### config.mk
export PLATFORM = sky130hd
export DESIGN_NAME = vga_sync_decoder
export DESIGN_NICKNAME = d
export VERILOG_FILES = /design/src/rtl/vga_sync_decoder.sv
export SDC_FILE = /design/constraint.sdc
export NUM_CORES = 1
export LEC_CHECK = 0
export BUFFER_PORTS_ARGS = -buffer_cell sky130_fd_sc_hd__buf_2
export CORE_MARGIN = 2
export CORE_UTILIZATION = 30
export CTS_BUF_LIST = sky130_fd_sc_hd__clkbuf_8 sky130_fd_sc_hd__clkbuf_16
export DETAILED_ROUTE_END_ITERATION = 8
export GPL_TIMING_DRIVEN = 1
export HOLD_SLACK_MARGIN = 0.1
export PLACE_DENSITY_LB_ADDON = 0.15
export SYNTH_ARGS = -nofsm -noshare
export SYNTH_HDL_FRONTEND = slang
export SYNTH_SLANG_ARGS = --single-unit
export TNS_END_PERCENT = 50
### constraint.sdc
create_clock -name clk -period 2.9 [get_ports clk]
set_clock_uncertainty 0.2 [all_clocks]
set_input_delay 0.145 -clock clk [delete_from_list [all_inputs] [get_ports clk]]
set_output_delay 0.145 -clock clk [all_outputs]
set_load 0.03 [all_outputs]
### src/rtl/vga_sync_decoder.sv
// Receive-side VGA timing decoder: measures line/frame lengths, locks onto nominal
// timing and recovers active-video coordinates, data-enable and colour.
module vga_sync_decoder #(
  parameter int H_SYNC      = 96,
  parameter int H_BP        = 48,
  parameter int H_ACTIVE    = 640,
  parameter int H_TOTAL     = 800,
  parameter int V_SYNC      = 2,
  parameter int V_BP        = 33,
  parameter int V_ACTIVE    = 480,
  parameter int V_TOTAL     = 525,
  parameter int SYNC_POL    = 0,
  parameter int LOCK_FRAMES = 2
) (
  input  logic        clk,
  input  logic        rst,
  input  logic        pix_en,
  input  logic        hs,
  input  logic        vs,
  input  logic [2:0]  r_in,
  input  logic [2:0]  g_in,
  input  logic [2:0]  b_in,
  output logic [10:0] x,
  output logic [10:0] y,
  output logic        de,
  output logic [2:0]  r,
  output logic [2:0]  g,
  output logic [2:0]  b,
  output logic        locked,
  output logic        frame_start,
  output logic        err,
  output logic [10:0] h_meas,
  output logic [10:0] v_meas
);

  localparam int unsigned GW = (LOCK_FRAMES < 2) ? 1 : $clog2(LOCK_FRAMES + 1);
  localparam logic            ASSERTED = 1'(SYNC_POL);
  localparam logic [10:0]     H_LO     = 11'(H_SYNC + H_BP);
  localparam logic [10:0]     H_HI     = 11'(H_SYNC + H_BP + H_ACTIVE - 1);
  localparam logic [10:0]     V_LO     = 11'(V_SYNC + V_BP);
  localparam logic [10:0]     V_HI     = 11'(V_SYNC + V_BP + V_ACTIVE - 1);
  localparam logic [11:0]     H_LEN    = 12'(H_TOTAL);
  localparam logic [11:0]     V_LEN    = 12'(V_TOTAL);
  localparam logic [GW-1:0]   LOCK_CNT = GW'(LOCK_FRAMES);
  localparam logic [10:0]     CNT_MAX  = 11'h7FF;

  typedef enum logic [1:0] {SEARCH, ACQUIRE, LOCKED} state_t;

  state_t        state, stateNext;
  logic [GW-1:0] goodCnt, goodCntNext;
  logic [10:0]   hcnt, vcnt, hcntNext, vcntNext;
  logic          hsPrev, vsPrev;
  logic          lineBad, lineBadNext;
  logic          hsEdge, vsEdge, hBad, frameBad, syncLost, errNext, deNext;
  logic [11:0]   hLen, vLen;

  // Edge detection, counter update and timing judgement for the current strobe
  always_comb begin
    hsEdge   = pix_en && (hsPrev != ASSERTED) && (hs == ASSERTED);
    vsEdge   = pix_en && (vsPrev != ASSERTED) && (vs == ASSERTED);
    hLen     = {1'b0, hcnt} + 12'd1;
    vLen     = {1'b0, vcnt} + 12'd1;
    hBad     = hsEdge && (hLen != H_LEN);
    frameBad = (vLen != V_LEN) || lineBad || hBad;
    syncLost = pix_en && !hsEdge && (hcnt == CNT_MAX - 11'd1);

    hcntNext = hcnt;
    if (pix_en) begin
      if (hsEdge)                hcntNext = 11'd0;
      else if (hcnt != CNT_MAX)  hcntNext = hcnt + 11'd1;
    end

    vcntNext = vcnt;
    if (vsEdge)                            vcntNext = 11'd0;
    else if (hsEdge && (vcnt != CNT_MAX))  vcntNext = vcnt + 11'd1;

    lineBadNext = lineBad;
    if (vsEdge)     lineBadNext = 1'b0;
    else if (hBad)  lineBadNext = 1'b1;
  end

  // Lock state machine: next state, good-frame count and error pulse
  always_comb begin
    stateNext   = state;
    goodCntNext = goodCnt;
    errNext     = 1'b0;
    if (syncLost) begin
      stateNext   = SEARCH;
      goodCntNext = '0;
      errNext     = (state != SEARCH);
    end else begin
      case (state)
        SEARCH: begin
          if (vsEdge) begin
            stateNext   = ACQUIRE;
            goodCntNext = '0;
          end
        end
        ACQUIRE: begin
          if (vsEdge) begin
            if (frameBad) begin
              goodCntNext = '0;
              errNext     = 1'b1;
            end else if (goodCnt + GW'(1) == LOCK_CNT) begin
              stateNext   = LOCKED;
              goodCntNext = goodCnt + GW'(1);
            end else begin
              goodCntNext = goodCnt + GW'(1);
            end
          end
        end
        LOCKED: begin
          if (hBad || (vsEdge && frameBad)) begin
            stateNext   = ACQUIRE;
            goodCntNext = '0;
            errNext     = 1'b1;
          end
        end
        default: stateNext = SEARCH;
      endcase
    end
    deNext = (stateNext == LOCKED) &&
             (hcntNext >= H_LO) && (hcntNext <= H_HI) &&
             (vcntNext >= V_LO) && (vcntNext <= V_HI);
  end

  always_ff @(posedge clk) begin
    if (rst) begin
      state   <= SEARCH;
      goodCnt <= '0;
    end else begin
      state   <= stateNext;
      goodCnt <= goodCntNext;
    end
  end

  // Sampled history, counters and registered outputs; pulses clear on idle clocks
  always_ff @(posedge clk) begin
    if (rst) begin
      hsPrev      <= ~ASSERTED;
      vsPrev      <= ~ASSERTED;
      hcnt        <= '0;
      vcnt        <= '0;
      lineBad     <= 1'b0;
      x           <= '0;
      y           <= '0;
      de          <= 1'b0;
      r           <= '0;
      g           <= '0;
      b           <= '0;
      locked      <= 1'b0;
      frame_start <= 1'b0;
      err         <= 1'b0;
      h_meas      <= '0;
      v_meas      <= '0;
    end else begin
      frame_start <= vsEdge;
      err         <= errNext;
      locked      <= (stateNext == LOCKED);
      if (pix_en) begin
        hsPrev  <= hs;
        vsPrev  <= vs;
        hcnt    <= hcntNext;
        vcnt    <= vcntNext;
        lineBad <= lineBadNext;
        de      <= deNext;
        x       <= deNext ? hcntNext - H_LO : 11'd0;
        y       <= deNext ? vcntNext - V_LO : 11'd0;
        r       <= deNext ? r_in : 3'd0;
        g       <= deNext ? g_in : 3'd0;
        b       <= deNext ? b_in : 3'd0;
        if (hsEdge) h_meas <= hLen[10:0];
        if (vsEdge) v_meas <= vLen[10:0];
      end
    end
  end

endmodule

== After elaboration in Yosys (flattened, before gate mapping) ==
Index checks and enable logic that the tools add are counted.
Word-level totals
  logic and storage cells: 98
  bits in registers: 86
Cells by class
  equal/unequal tests: 12
  order comparisons: 4
  bitwise gates (word level): 2
  reductions and logical operators: 26
  mux-type cells: 29
  $add $sub $neg: 7
Operator list (number)
  $mux 11: 7
  $add 11x1->12 const B: 2
  $ne 12x10->1 const B: 2
  $add 11x1->11 const B: 2
  $le 11x10->1 const B: 2
  $ne 11x11->1 const B: 2
  $mux 2: 10
  $logic_and 1x1->1: 13
  $pmux 2 s3: 2
  $eq 11x11->1 const B: 1
  $ge 11x6->1 const B: 1
  $ge 11x8->1 const B: 1
  $sub 11x6->11 const B: 1
  $sub 11x8->11 const B: 1
  $mux 3: 3
  $eq 2x2->1 const B: 3
  $mux 1: 6
  $ne 2x2->1 const B: 3
  $reduce_and 2->1: 3
  $reduce_and 4->1: 1
  $reduce_bool 2->1: 2
  $logic_or 1x1->1: 3
  $reduce_bool 3->1: 1
  $add 2x1->2 const B: 1
  6 further kinds: 7

== Logic depth before layout (Yosys ltp) ==
Gate-level depths: netlist of run 1.
  depth in word-level cells: 15
  gate-level depth with buffers: 14
  depth with buffers taken out: 12

== Least setup slack after synthesis of run 1 ==
OpenSTA, ideal clock, no wires.
  path type: register to register
  from: register vcnt[0]
  to: register b[1]
  arrival: 2830 ps
  slack: -189 ps
  setup time: 60 ps
  required time: 2640 ps
  path buffers: 1
  cell stages (with the launch flop): 13
  period minus slack after synthesis: 3089 ps
  path through: dfxtp_1 > ha_1 > nand4_2 > o31a_2 > mux2i_1 > nor2_1 > ha_1 > a2bb2o_1 > o31ai_1 > o2111ai_1 > nor4_4 > buf_6 > a22o_1
On the way
  elaborated cells on any way between the ends: 24
  classes of those cells: 2 x add/sub; 2 x order compare; 3 x eq/ne; 8 x mux; 9 x reduce/logical
RTL lines
  from (decl): line 51  | logic [10:0] hcnt, vcnt, hcntNext, vcntNext;
  from (signal assigned): line 164  | vcnt <= vcntNext;
  parallel branches: the longest is 2 deep, another holds $add 11x1->11
  $mux 11 *: line 75  | else if (hsEdge && (vcnt != CNT_MAX)) vcntNext = vcnt + 11'd1;
  $mux 11 *: line 74  | if (vsEdge) vcntNext = 11'd0;
  via vcntNext[1]: line 51
  $ge 11x6->1: line 124  | (vcntNext >= V_LO) && (vcntNext <= V_HI);
  $logic_and 1x1->1: line 123  | (hcntNext >= H_LO) && (hcntNext <= H_HI) &&
  $logic_and 1x1->1 *: line 124
  $mux 3 *: line 171  | b <= deNext ? b_in : 3'd0;
  to (signal assigned): line 171
  to (decl): line 28  | output logic [2:0] b,
Mark *: on every way through the listed nets, which the timed path passes.
A chain may end at the register's enable or synchronous reset.

== Final worst setup path of run 1 ==
  from: register hcnt[7]
  to: register x[3]
On the way
  word-level cells in the longest chain between the ends: 15
  elaborated cells on any way between the ends: 27
  classes of those cells: 3 x add/sub; 2 x order compare; 4 x eq/ne; 9 x mux; 9 x reduce/logical
Ends and longest elaborated chain
  from (decl): line 51
  from (signal assigned): line 163  | hcnt <= hcntNext;
  $add 11x1->12: line 61  | hLen = {1'b0, hcnt} + 12'd1;
  $ne 12x10->1: line 63  | hBad = hsEdge && (hLen != H_LEN);
  $logic_and 1x1->1: line 63
  $logic_or 1x1->1: line 64  | frameBad = (vLen != V_LEN) || lineBad || hBad;
  $logic_and 1x1->1: line 113  | if (hBad || (vsEdge && frameBad)) begin
  $logic_or 1x1->1: line 113
  $mux 2: line 113
  $pmux 2 s3: line 92  | case (state)
  $mux 2: line 87  | if (syncLost) begin
  $eq 2x2->1: line 122  | deNext = (stateNext == LOCKED) &&
  $logic_and 1x1->1: line 122
  $logic_and 1x1->1 (2 in series): line 123
  $logic_and 1x1->1: line 124
  $mux 11 *: line 167  | x <= deNext ? hcntNext - H_LO : 11'd0;
  to (signal assigned): line 167
  to (decl): line 23  | output logic [10:0] x,
Mark *: on every way between the ends. The rest lies on a longest branch, timed or not.

==> parameters.txt, run 1 <==
Parameter                              Value

Synthesis
  Synthesized area per cell    approximately 8.6 sq um
  Library cell occupying the most area in the post-synthesis netlist    sky130_fd_sc_hd__dfxtp_1
  Post-synthesis instance area    slightly above 0.005 sq mm
  Gate Count Post-Synth    587
  Async set-reset flop share out of synthesis    0
  Number of storage elements in the synthesis netlist    86
  Post-synthesis net count    between 600 and 700
  Number of enable-type register cells in the synthesized netlist    0
  Top cells by instance count after synthesis    86 x sky130_fd_sc_hd__dfxtp_1, 66 x sky130_fd_sc_hd__nor2_1, 41 x sky130_fd_sc_hd__nand2_1, 30 x sky130_fd_sc_hd__a22o_1, 26 x sky130_fd_sc_hd__nor3_1
  Sequential area share after synthesis    0.3416
  Yosys cell types    83
  Cell types with the largest area share after synthesis    sky130_fd_sc_hd__dfxtp_1 34%, sky130_fd_sc_hd__a22o_1 5.2%, sky130_fd_sc_hd__nor2_1 4.9%
  Synth warn    0
  Top-area cell type share of the netlist area    0.3416
  Library cell with the highest instance count after synthesis    sky130_fd_sc_hd__dfxtp_1
  Dominant register cell in the synthesized netlist    sky130_fd_sc_hd__dfxtp_1

Routing
  Via density per instance    5.025
  Detailed-route via count    5,141
  DRC violations left    0
  Sum of routed wire length over all layers    approximately 17 mm
  Iteration count of the initial detailed-routing pass    5
  DRT antenna net count    0
  Detailed Route Iter0 Violations    318
  Average wire per standard cell    16.50 um

Floorplan
  Die area    0.01785 sq mm
  Die X-Extent    133.6 um
  Starting density of the core    0.3050
  DIE HEIGHT    133.6 um
  Boundary Pins    71
  Area inside the core boundary    between 0.015 and 0.02 sq mm
  Cell row count    47

Critical path
  CP Class    reg -> reg
  Worst path slowest cell    sky130_fd_sc_hd__dfxtp_1
  Top delay family on crit path    compound AO/OA/AOI/OAI gates
  Count of buffer and inverter cells on the critical path    2
  Worst path max stage delay    410 ps
  Worst r2r dst    x[3]
  Count of cells along the worst register-to-register path    10
  Maximum net fanout on the critical path    7
  Startpoint of the worst-slack reg-to-reg timing path    hcnt[7]
  Critical Path Source    hcnt[7]
  Depth of the critical timing path with buffers and inverters included    10
  Timing endpoint of the critical path    x[3]
  Kind of launch point of the worst setup path    flop
  Endpoint type of the worst setup path    flop
  Register-to-register setup slack    -190 ps
  Arrival time at the worst endpoint    around 3100 ps
  CP cell instances    nand4_4 -> o311a_1 -> o311a_4 -> a31oi_4 -> nor2_4 -> o31ai_4 -> nor4_4 -> buf_6 -> clkbuf_16 -> a22o_1
  Critical path data required time    2940 ps

STA
  Max-slew violation count    0
  Min Tclk post-route    just over 3000 ps
  Highest clock rate    about 0.32 GHz
  Relative max-transition margin    0.6350
  Slew at the pin with the worst max-slew slack    542.5 ps
  Final hold violation count    0
  Final setup viols    35
  Setup ws final    -185.6 ps
  Final clock period utilization by the worst path    1.064
  RSZ-0062 raised after global routing    yes
  Sum of negative setup slack    -4417 ps

Placed design
  Placed cells    974
  Placement-stage cell area    0.006640 sq mm
  IO Port Bufs    70
  DPL Wire Length    12.03 mm
  Global placement routability congestion    0.8933

Status
  Result of the run    complete, but fails checks
  Failing checks    negative setup slack

Clock tree
  Clock network latency to the later pin of the worst-skew pair    350 ps
  CTS Root Buffer Type    sky130_fd_sc_hd__clkbuf_16
  H-tree level count    3
  Num Clock Sinks    between 80 and 90
  Number of clock buffers inserted by TritonCTS    9
  Clock tree from TritonCTS    yes
  Max Buffers Root-to-Sink    2
  Clk slew on worst S/H paths    70 ps

Pwr
  Power density over the cells    371.8 mW/mm^2
  Reported leakage power    3.226 nW
  Worst vdd rail ir drop    ~0.30 mV

Job
  Number of maximum-capacitance constraint violations    0

Finish
  End-of-flow core utilization    0.4582
  Final standard cell count with taps included and fillers excluded    1,023
  Final instance area    approximately 0.0076 sq mm
  Layout cells sized above 1    0.4085
  Final-stage net count    826
  Antenna diode count    0
  Layout overhead on the synthesized area    50.22%

GRT
  Initial antenna violation count    0
  Via count of the first global-routing pass    4,900
  First-pass GRT wire length    26.35 mm
  Total overflow reported by the global router    0
  Largest net degree at the start of global routing    51
  Total global routing track utilization    0.1869

Hold path
  Class of the tightest hold or removal check    reg -> reg
## worst min-delay path: cells and delay by family, from the launching register on
family             cells  cell delay [ps]
DFF                    1              310
and+or+nand+nor        1               50
AOI/OAI and AO/OA      1               50
## cell families (layout without fill, tap and decap cells)
| kind of cell | count (synthesis) | after routing | share of synthesized area |
|---|---|---|---|
| adder cells (fa/ha/maj) | 14 | 14 | 0.03476 |
| buffers and inverters | 68 | 284 | 0.06554 |
| multiplexers | 12 | 12 | 0.02408 |
| XOR/XNOR | 28 | 28 | 0.05015 |
| flip-flops | 86 | 86 | 0.3416 |
| AND/OR/NAND/NOR | 222 | 222 | 0.2358 |
| AO/OA/AOI/OAI | 157 | 157 | 0.2480 |
## per-stage QoR
| stage | hold WS, ps | setup slack [ps] | total power (W) |
|---|---|---|---|
| 4_1_cts | 251.2 | -187.4 | 0.002844 |
| 3_5_place_dp | 172.7 | -497.7 | 0.001557 |
| 5_1_grt | 280.2 | -284.3 | 0.002928 |
| 2_1_floorplan | 67.42 | -97.85 | 0.001429 |
| 6_report | 253.6 | -185.6 | 0.002815 |
| 3_3_place_gp | 159.0 | -432.9 | 0.001554 |
## timing repair
item | CTS | global route
resized for setup | 31 | 37
setup buffers | 7 | 7
endpoints found under the setup margin | 36 | 37
hold buffers | 15 | 0
endpoints found under the hold margin | 15 | 0
cloned | 1 | 3
pin swaps | 22 | 20
## per-layer routing
metal | vias up | track usage | share of wire
li1 | 2563 | - | -
met1 | 2440 | 0.2693 | 0.50
met2 | 122 | 0.2878 | 0.44
met3 | 16 | 0.02854 | 0.043
met4 | 0 | 0.05615 | 0.014
met5 | - | 0 | 0
## cells in the final DEF (no fill, tap or decap), drive strengths merged, types with 6 or more instances in the layout
cell,Yosys,routed
buf,30,234
dfxtp,86,86
nor2,66,66
nand2,41,41
a22o,30,30
nor3,26,26
a21oi,25,25
a211oi,24,24
inv,17,19
o21ai,16,16
dlygate4sd3,0,15
nand3,15,15
xor2,14,14
xnor2,14,14
ha,14,14
clkbuf,21,12
nand4,12,12
nor2b,11,11
mux2i,11,11
nor4,8,8
o211ai,6,6
## state kept, by name (all words and copies together), names as in the netlist, 2 cells and up
signal,count
h_meas,11
g,3
state,2
y,11
vcnt,11
goodCnt,2
hcnt,11
b,3
x,11
r,3
v_meas,11
## worst min path at each step
stage,startpoint,endpoint,cells after the start
detailed placement,r_in[0],r[0],2
global route,goodCnt[1],goodCnt[1],2
CTS,goodCnt[1],goodCnt[1],2
finish,goodCnt[1],goodCnt[1],2
floorplan,vs,vsPrev,1
global placement,b_in[0],b[0],2
## report_power, final
| part | switching, W | leakage (nW) | internal [W] |
|---|---|---|---|
| combinational | 0.000201 | 2.37 | 0.000146 |
| clock | 0.000526 | 0.154 | 0.000724 |
| sequential | 0.0000151 | 0.704 | 0.00120 |
## layout make-up
type	count	area, sq um
Clock buffer	10	250.2
Fill cell	1621	8954
Timing Repair Buffer	251	1867
Inverter	17	63.81
Tap cell	220	275.3
Sequential cell	86	1748
Clock inverter	6	65.06
Multi-Input combinational cell	433	3302
Note: power is estimated with default switching activity, not from simulation.
==> run 2: changes to the inputs <==
--- a/config.mk
+++ b/config.mk
@@ -12,6 +12,7 @@
 export DETAILED_ROUTE_END_ITERATION = 8
 export GPL_TIMING_DRIVEN = 1
 export HOLD_SLACK_MARGIN = 0.1
+export MAX_ROUTING_LAYER = met4
 export PLACE_DENSITY_LB_ADDON = 0.15
 export SYNTH_ARGS = -nofsm -noshare
 export SYNTH_HDL_FRONTEND = slang
==> run 2 against run 1 <==
  * The flow still finishes with violations (negative setup slack)
  * Non-clock buffer count fell by 18
  * Wire length fell by 1.7%
  * Design area fell by 2.6%
  * Clock power rose by 4%
  * Largest cell class unchanged
==> parameters.txt, run 2 (synthesis gave the netlist of run 1 again) <==
Parameter                              Value

Status
  Result of the run    complete, but fails checks
  Failing checks    negative setup slack

Placed design
  IO Port Bufs    70
  Placement-stage cell area    0.006533 sq mm
  DPL Wire Length    12.03 mm
  Post-Place Setup Slack    -368.8 ps
  Global placement routability congestion    0.9259

Critical path
  Startpoint of the worst-slack reg-to-reg timing path    vcnt[1]
  Endpoint type of the worst setup path    flop
  Critical path data required time    2990 ps
  Maximum net fanout on the critical path    8
  Critical Path Source    vcnt[1]
  CP Class    reg -> reg
  Kind of launch point of the worst setup path    flop
  Arrival time at the worst endpoint    3190 ps

Pwr
  Part of the total power dissipated in the clock network    0.456
  Total Power    0.002858 W
  Internal Dissipation    0.002125 W
  Worst vdd rail ir drop    around 0.28 mV
  Power density over the cells    387.6 mW/mm^2
  Net switching component of the power    0.0007324 W
  Reported leakage power    3.107 nW
  Proportion of total power due to net switching    0.2563
  Portion of total power attributed to sequential cells    0.427
  Gate power share    0.117

STA
  Relative max-transition margin    0.6165
  Final clock period utilization by the worst path    1.069
  RSZ-0062 raised after global routing    yes
  Hold slack final    approximately 250 ps
  Slew at the pin with the worst max-slew slack    575.3 ps
  Final hold violation count    0
  Min Tclk post-route    3101 ps
  Highest clock rate    0.3225 GHz
  Max-slew violation count    0
  Setup ws final    -200.9 ps
  Final setup viols    32

Clock tree
  CTS Root Buffer Type    sky130_fd_sc_hd__clkbuf_16
  Number of clock buffers inserted by TritonCTS    9
  Clk slew on worst S/H paths    70 ps
  Clock tree from TritonCTS    yes
  Clock network latency to the later pin of the worst-skew pair    350 ps
  Max Buffers Root-to-Sink    2
  H-tree level count    3
  Num Clock Sinks    86

GRT
  Via count of the first global-routing pass    4,881
  Met1 capacity usage during global routing    0.2807
  Met3 capacity usage during global routing    0.02854
  Largest net degree at the start of global routing    51
  Met2 GRT Util    0.2806
  Total global routing track utilization    0.1958
  First-pass GRT wire length    between 20 and 30 mm
  Most utilized layer in the global route result    met1
  Initial antenna violation count    0
  Total overflow reported by the global router    0

Floorplan
  Boundary Pins    71
  Die X-Extent    133.6 um
  Starting density of the core    0.3050
  Area inside the core boundary    0.01652 sq mm
  Die area    ~0.018 sq mm
  Cell row count    47
  DIE HEIGHT    133.6 um

Routing
  Iteration count of the initial detailed-routing pass    5
  Detailed Route Iter0 Violations    359
  Via density per instance    5.033
  Average wire per standard cell    16.51 um
  DRT antenna net count    0
  Sum of routed wire length over all layers    between 15 and 20 mm
  DRC violations left    0
  Detailed-route via count    between 5,000 and 6,000

Finish
  Final instance area    0.007372 sq mm
  Most common library cell in the layout ignoring fill and taps    sky130_fd_sc_hd__buf_4
  Final-stage net count    808
  Antenna diode count    0
  Layout overhead on the synthesized area    46.28%
  Layout cells sized above 1    0.3898
  Most frequent cells in the layout    141 x sky130_fd_sc_hd__buf_4, 75 x sky130_fd_sc_hd__dfxtp_1, 70 x sky130_fd_sc_hd__buf_2, 61 x sky130_fd_sc_hd__nor2_1, 41 x sky130_fd_sc_hd__nand2_1

Hold path
  Class of the tightest hold or removal check    reg -> reg
  Launch instance of the worst min-delay path    de

Job
  Number of maximum-capacitance constraint violations    0
==> run 2: layout make-up <==
type | instances | area (sq um)
fillers | 1633 | 9153
multi-input cells | 433 | 3258
flip-flops and latches | 86 | 1740
repair buffers | 233 | 1710
well taps | 220 | 275.3
clock buffers | 10 | 239.0
clock inverters | 6 | 85.08
inverters | 17 | 63.81
==> run 2: routing by layer <==
| layer | vias up | share of wire |
|---|---|---|
| met5 | - | 0 |
| met4 | 0 | 0.017 |
| met3 | 18 | 0.044 |
| met2 | 140 | 0.42 |
| met1 | 2371 | 0.51 |
| li1 | 2529 | - |
==> run 2: final timing paths <==
check / end / slack [ps] / cells past startpoint
worst min register to register: de / 250 / 1
worst max register to register: y[5] / -200 / 13
worst min-delay path: de / 250 / 1
worst max-delay path: y[5] / -200 / 13
==> run 2: what timing repair did <==
item | CTS | global route
endpoints found under the setup margin | 36 | 36
gates cloned | 2 | 1
hold buffers | 15 | 0
hold endpoints to repair | 15 | 0
gates resized for setup | 41 | 11
pin swaps | 42 | 10
buffers inserted | 8 | 0
==> run 2: critical path, stage by stage, from the launching register on <==
cell and delay, ps:
sky130_fd_sc_hd__dfxtp_4 360, sky130_fd_sc_hd__ha_4 160, sky130_fd_sc_hd__nand4_4 80, sky130_fd_sc_hd__o31a_4 310
sky130_fd_sc_hd__mux2i_2 170, sky130_fd_sc_hd__nor2_2 160, sky130_fd_sc_hd__ha_2 200, sky130_fd_sc_hd__a2bb2o_4 220
sky130_fd_sc_hd__o31ai_4 230, sky130_fd_sc_hd__o2111ai_2 190, sky130_fd_sc_hd__nor4_4 270, sky130_fd_sc_hd__buf_4 200
sky130_fd_sc_hd__buf_12 130, sky130_fd_sc_hd__a32o_1 160
==> run 2: power groups by stage <==
stage | logic [W] | clock network [W] | registers, W
floorplan | 0.000146 | 0 | 0.00128
global placement | 0.000301 | 0 | 0.00125
detailed placement | 0.000303 | 0 | 0.00125
CTS | 0.000334 | 0.00132 | 0.00122
global route | 0.000365 | 0.00137 | 0.00122
finish | 0.000336 | 0.00130 | 0.00122
==> run 2: metrics by stage <==
stage	util	setup TNS [ps]	cells
2_1_floorplan	-	-2715	587
3_3_place_gp	0.3953	-8712	963
3_5_place_dp	0.3953	-11150	963
4_1_cts	0.4420	-3870	1004
5_1_grt	0.4461	-9788	1005
6_report	0.4461	-5225	1005
==> run 3: changes to the inputs <==
--- a/config.mk
+++ b/config.mk
@@ -5,6 +5,7 @@
 export SDC_FILE = /design/constraint.sdc
 export NUM_CORES = 1
 export LEC_CHECK = 0
+export ABC_AREA = 1
 export BUFFER_PORTS_ARGS = -buffer_cell sky130_fd_sc_hd__buf_2
 export CORE_MARGIN = 2
 export CORE_UTILIZATION = 30
==> run 3 against run 2 <==
  * The run now ends clean
  * Maximum frequency up 10%
  * Via count down 7.1%
  * Synthesized cell count up 17%
  * Critical path depth up 9
  * Register-to-register slack better by 290 ps
  * Sequential share of layout area up 3.9 points
  * Synthesized area down 7.2%
  * Wire length down 14%
  * Design area down 15%
  * Total power up 1.3%
  * Die area down 7.0%
  * Clock-buffer cell count unchanged
==> parameters.txt, run 3 <==
Parameter                              Value

Synthesis
  Synth warn    0
  Number of enable-type register cells in the synthesized netlist    0
  Adder-cell share of the synthesized area    0.03745
  Post-synthesis net count    a little over 700
  Synthesized area per cell    between 6 and 7 sq um
  Post-Synth XOR/XNOR Area    0.02434
  Top cells by instance count after synthesis    209 x sky130_fd_sc_hd__nand2_1, 86 x sky130_fd_sc_hd__dfxtp_1, 75 x sky130_fd_sc_hd__nor2_1, 71 x sky130_fd_sc_hd__inv_1, 50 x sky130_fd_sc_hd__nand3_1
  Cell types with the largest area share after synthesis    sky130_fd_sc_hd__dfxtp_1 37%, sky130_fd_sc_hd__nand2_1 17%, sky130_fd_sc_hd__nor2_1 6.0%
  Post-synthesis instance area    0.004677 sq mm
  Simple-gate area share of the yosys netlist    0.3868
  Dominant register cell in the synthesized netlist    sky130_fd_sc_hd__dfxtp_1
  Multiplexer share of the synthesized area    0
  Sequential area share after synthesis    0.3681
  Combinational family with the most area after synthesis    simple AND/OR/NAND/NOR gates
  Yosys cell types    34
  Gate Count Post-Synth    689
  Top-area cell type share of the netlist area    0.3681
  Library cell occupying the most area in the post-synthesis netlist    sky130_fd_sc_hd__dfxtp_1
  Number of storage elements in the synthesis netlist    between 80 and 90
  Async set-reset flop share out of synthesis    0
  Library cell with the highest instance count after synthesis    sky130_fd_sc_hd__nand2_1
  Area fraction in compound gates after synthesis    0.09283

Placed design
  IO Port Bufs    70
  DPL Wire Length    about 10 mm
  Placed cells    ~960
  Global placement routability congestion    0.8503
  Post-Place Setup Slack    -43.76 ps

Critical path
  Maximum net fanout on the critical path    6
  Worst path slowest cell    sky130_fd_sc_hd__dfxtp_2
  Count of buffer and inverter cells on the critical path    5
  Depth of the critical timing path with buffers and inverters included    22
  Endpoint type of the worst setup path    flop
  Kind of launch point of the worst setup path    flop
  Worst path max stage delay    360 ps
  Dominant cell type by count on the critical path    sky130_fd_sc_hd__nand2_1
  Top delay family on crit path    simple AND/OR/NAND/NOR gates
  CP Class    reg -> reg
  CP cell instances    ha_4 -> nand2_4 -> nor2_4 -> nand3_4 -> nand2_2 -> inv_2 -> nand2_4 -> nand2_2 -> inv_4 -> ha_2 -> inv_1 -> nor3_2 -> nand2_1 -> nand3_1 -> nand2_1 -> nor2_1 -> nand2_1 -> nor2_4 -> buf_12 -> buf_12 -> nand4_1 -> nand2_1
  Count of cells along the worst register-to-register path    22
  Arrival time at the worst endpoint    2910 ps
  Startpoint of the worst-slack reg-to-reg timing path    hcnt[1]
  Critical Path Source    hcnt[1]
  Critical path data required time    3000 ps

Clock tree
  Num Clock Sinks    86
  Clk slew on worst S/H paths    around 70 ps
  CTS Root Buffer Type    sky130_fd_sc_hd__clkbuf_16
  Clock network latency to the later pin of the worst-skew pair    ~350 ps
  Max Buffers Root-to-Sink    2
  Number of clock buffers inserted by TritonCTS    9
  Clock tree from TritonCTS    yes
  H-tree level count    3

Routing
  Detailed-route via count    4,699
  Average wire per standard cell    around 14 um
  Detailed Route Iter0 Violations    approximately 270
  Sum of routed wire length over all layers    14.29 mm
  DRC violations left    0
  Iteration count of the initial detailed-routing pass    4
  Via density per instance    4.690
  DRT antenna net count    0

STA
  Final clock period utilization by the worst path    0.9703
  Slew at the pin with the worst max-slew slack    653.0 ps
  Max-slew violation count    0
  Relative max-transition margin    0.5642
  Final setup viols    0
  RSZ-0062 raised after global routing    yes
  Highest clock rate    0.3554 GHz
  Final hold violation count    0
  Min Tclk post-route    around 2800 ps
  Setup ws final    86.16 ps

Floorplan
  Die area    0.01660 sq mm
  Die X-Extent    between 100 and 150 um
  Boundary Pins    71
  Cell row count    45
  DIE HEIGHT    approximately 130 um
  Area inside the core boundary    0.01520 sq mm
  Starting density of the core    0.3077

GRT
  Total global routing track utilization    0.1764
  Total overflow reported by the global router    0
  Via count of the first global-routing pass    around 4,400
  Largest net degree at the start of global routing    35
  Initial antenna violation count    0
  First-pass GRT wire length    22.20 mm

Finish
  Area taken by multi-input logic gates    around 0.0027 sq mm
  Layout cells sized above 1    0.2789
  Layout overhead on the synthesized area    34.54%
  Final-stage net count    837
  Sequential cell area    between 0.0015 and 0.002 sq mm
  Layout fillers    1,587
  Final standard cell count with taps included and fillers excluded    between 1,000 and 1,500
  Antenna diode count    0
  Most common library cell in the layout ignoring fill and taps    sky130_fd_sc_hd__nand2_1
  Most frequent cells in the layout    199 x sky130_fd_sc_hd__nand2_1, 79 x sky130_fd_sc_hd__dfxtp_1, 70 x sky130_fd_sc_hd__inv_1, 70 x sky130_fd_sc_hd__buf_2, 68 x sky130_fd_sc_hd__nor2_1
  End-of-flow core utilization    0.4139

Pwr
  Total Power    0.002895 W
  Worst vdd rail ir drop    0.2746 mV
  Power density over the cells    ~460 mW/mm^2
  Reported leakage power    about 3.1 nW

Status
  Result of the run    finished clean

Hold path
  Launch instance of the worst min-delay path    rst
  Class of the tightest hold or removal check    in -> reg
  Count of cells along the worst hold path    3

Job
  Number of maximum-capacitance constraint violations    0
==> run 3: cell count changes in the layout (fill, tap and decap cells not counted), moves of 11 or more <==
cell / delta
sky130_fd_sc_hd__nor3_1: -19
sky130_fd_sc_hd__nand2_2: +14
sky130_fd_sc_hd__nor2_4: +12
sky130_fd_sc_hd__inv_1: +53
sky130_fd_sc_hd__nand2_1: +158
sky130_fd_sc_hd__o21ai_0: +11
sky130_fd_sc_hd__buf_4: -102
sky130_fd_sc_hd__o21ai_2: +12
sky130_fd_sc_hd__nor2b_1: -11
sky130_fd_sc_hd__a22o_1: -30
sky130_fd_sc_hd__nand4_1: +16
sky130_fd_sc_hd__a211oi_1: -21
sky130_fd_sc_hd__nand3_1: +38
==> run 3: worst min-delay path, stage by stage <==
cell	delay, ps
sky130_fd_sc_hd__buf_2	100
sky130_fd_sc_hd__buf_4	260
sky130_fd_sc_hd__nor2_1	130
==> run 3: layer usage <==
metal,GRT usage,wire [um],vias to the layer above
met5,-,0,-
li1,-,-,2436
met3,0.04407,440,8
met4,0.04795,142,0
met1,0.2135,6595,2192
met2,0.2926,7114,63
==> run 3: worst paths after layout <==
check                  to  slack, ps
setup / recovery     b[0]         90
hold / removal    hcnt[8]        120
setup reg to reg     b[0]         90
hold reg to reg      b[1]        250
==> run 3: power breakdown <==
group / internal [W] / switching, W / leakage, nW
Clock: 0.000777 / 0.000498 / 0.160
Combinational: 0.000134 / 0.000257 / 2.27
Sequential: 0.00121 / 0.0000197 / 0.700
==> run 3: area by class of cell <==
cell class | instances | share of cell area
well taps | 188 | 0.03738
flip-flops and latches | 86 | 0.2754
clock inverters | 6 | 0.01352
clock buffers | 10 | 0.03798
inverters | 80 | 0.04812
repair buffers | 132 | 0.1531
multi-input cells | 500 | 0.4345
==> run 3: cell families (layout without fill, tap and decap cells) <==
group | count (synthesis) | after routing
buffers and inverters | 103 | 228
adders and majority gates | 14 | 14
xor gates and xnor gates | 13 | 13
AOI/OAI and AO/OA | 70 | 70
and+or+nand+nor | 403 | 403
DFF | 86 | 86
==> run 3: through the flow <==
stage          area, sq um  setup TNS (ps)  hold WS [ps]
4_1_cts               5862          -12.80         110.0
3_5_place_dp          5410          -122.5         188.0
6_report              6292               0         118.7
5_1_grt               6292           -2219         147.3
2_1_floorplan         4677               0         71.31
3_3_place_gp          5410               0         178.7
==> run 3: timing repair <==
| item | CTS | global route |
|---|---|---|
| pin swaps | 0 | 28 |
| hold buffers | 12 | 0 |
| gates resized for setup | 2 | 63 |
| cloned | 0 | 4 |
| hold endpoints to repair | 11 | 0 |
| setup endpoints to repair | 11 | 32 |
| setup buffers | 0 | 12 |
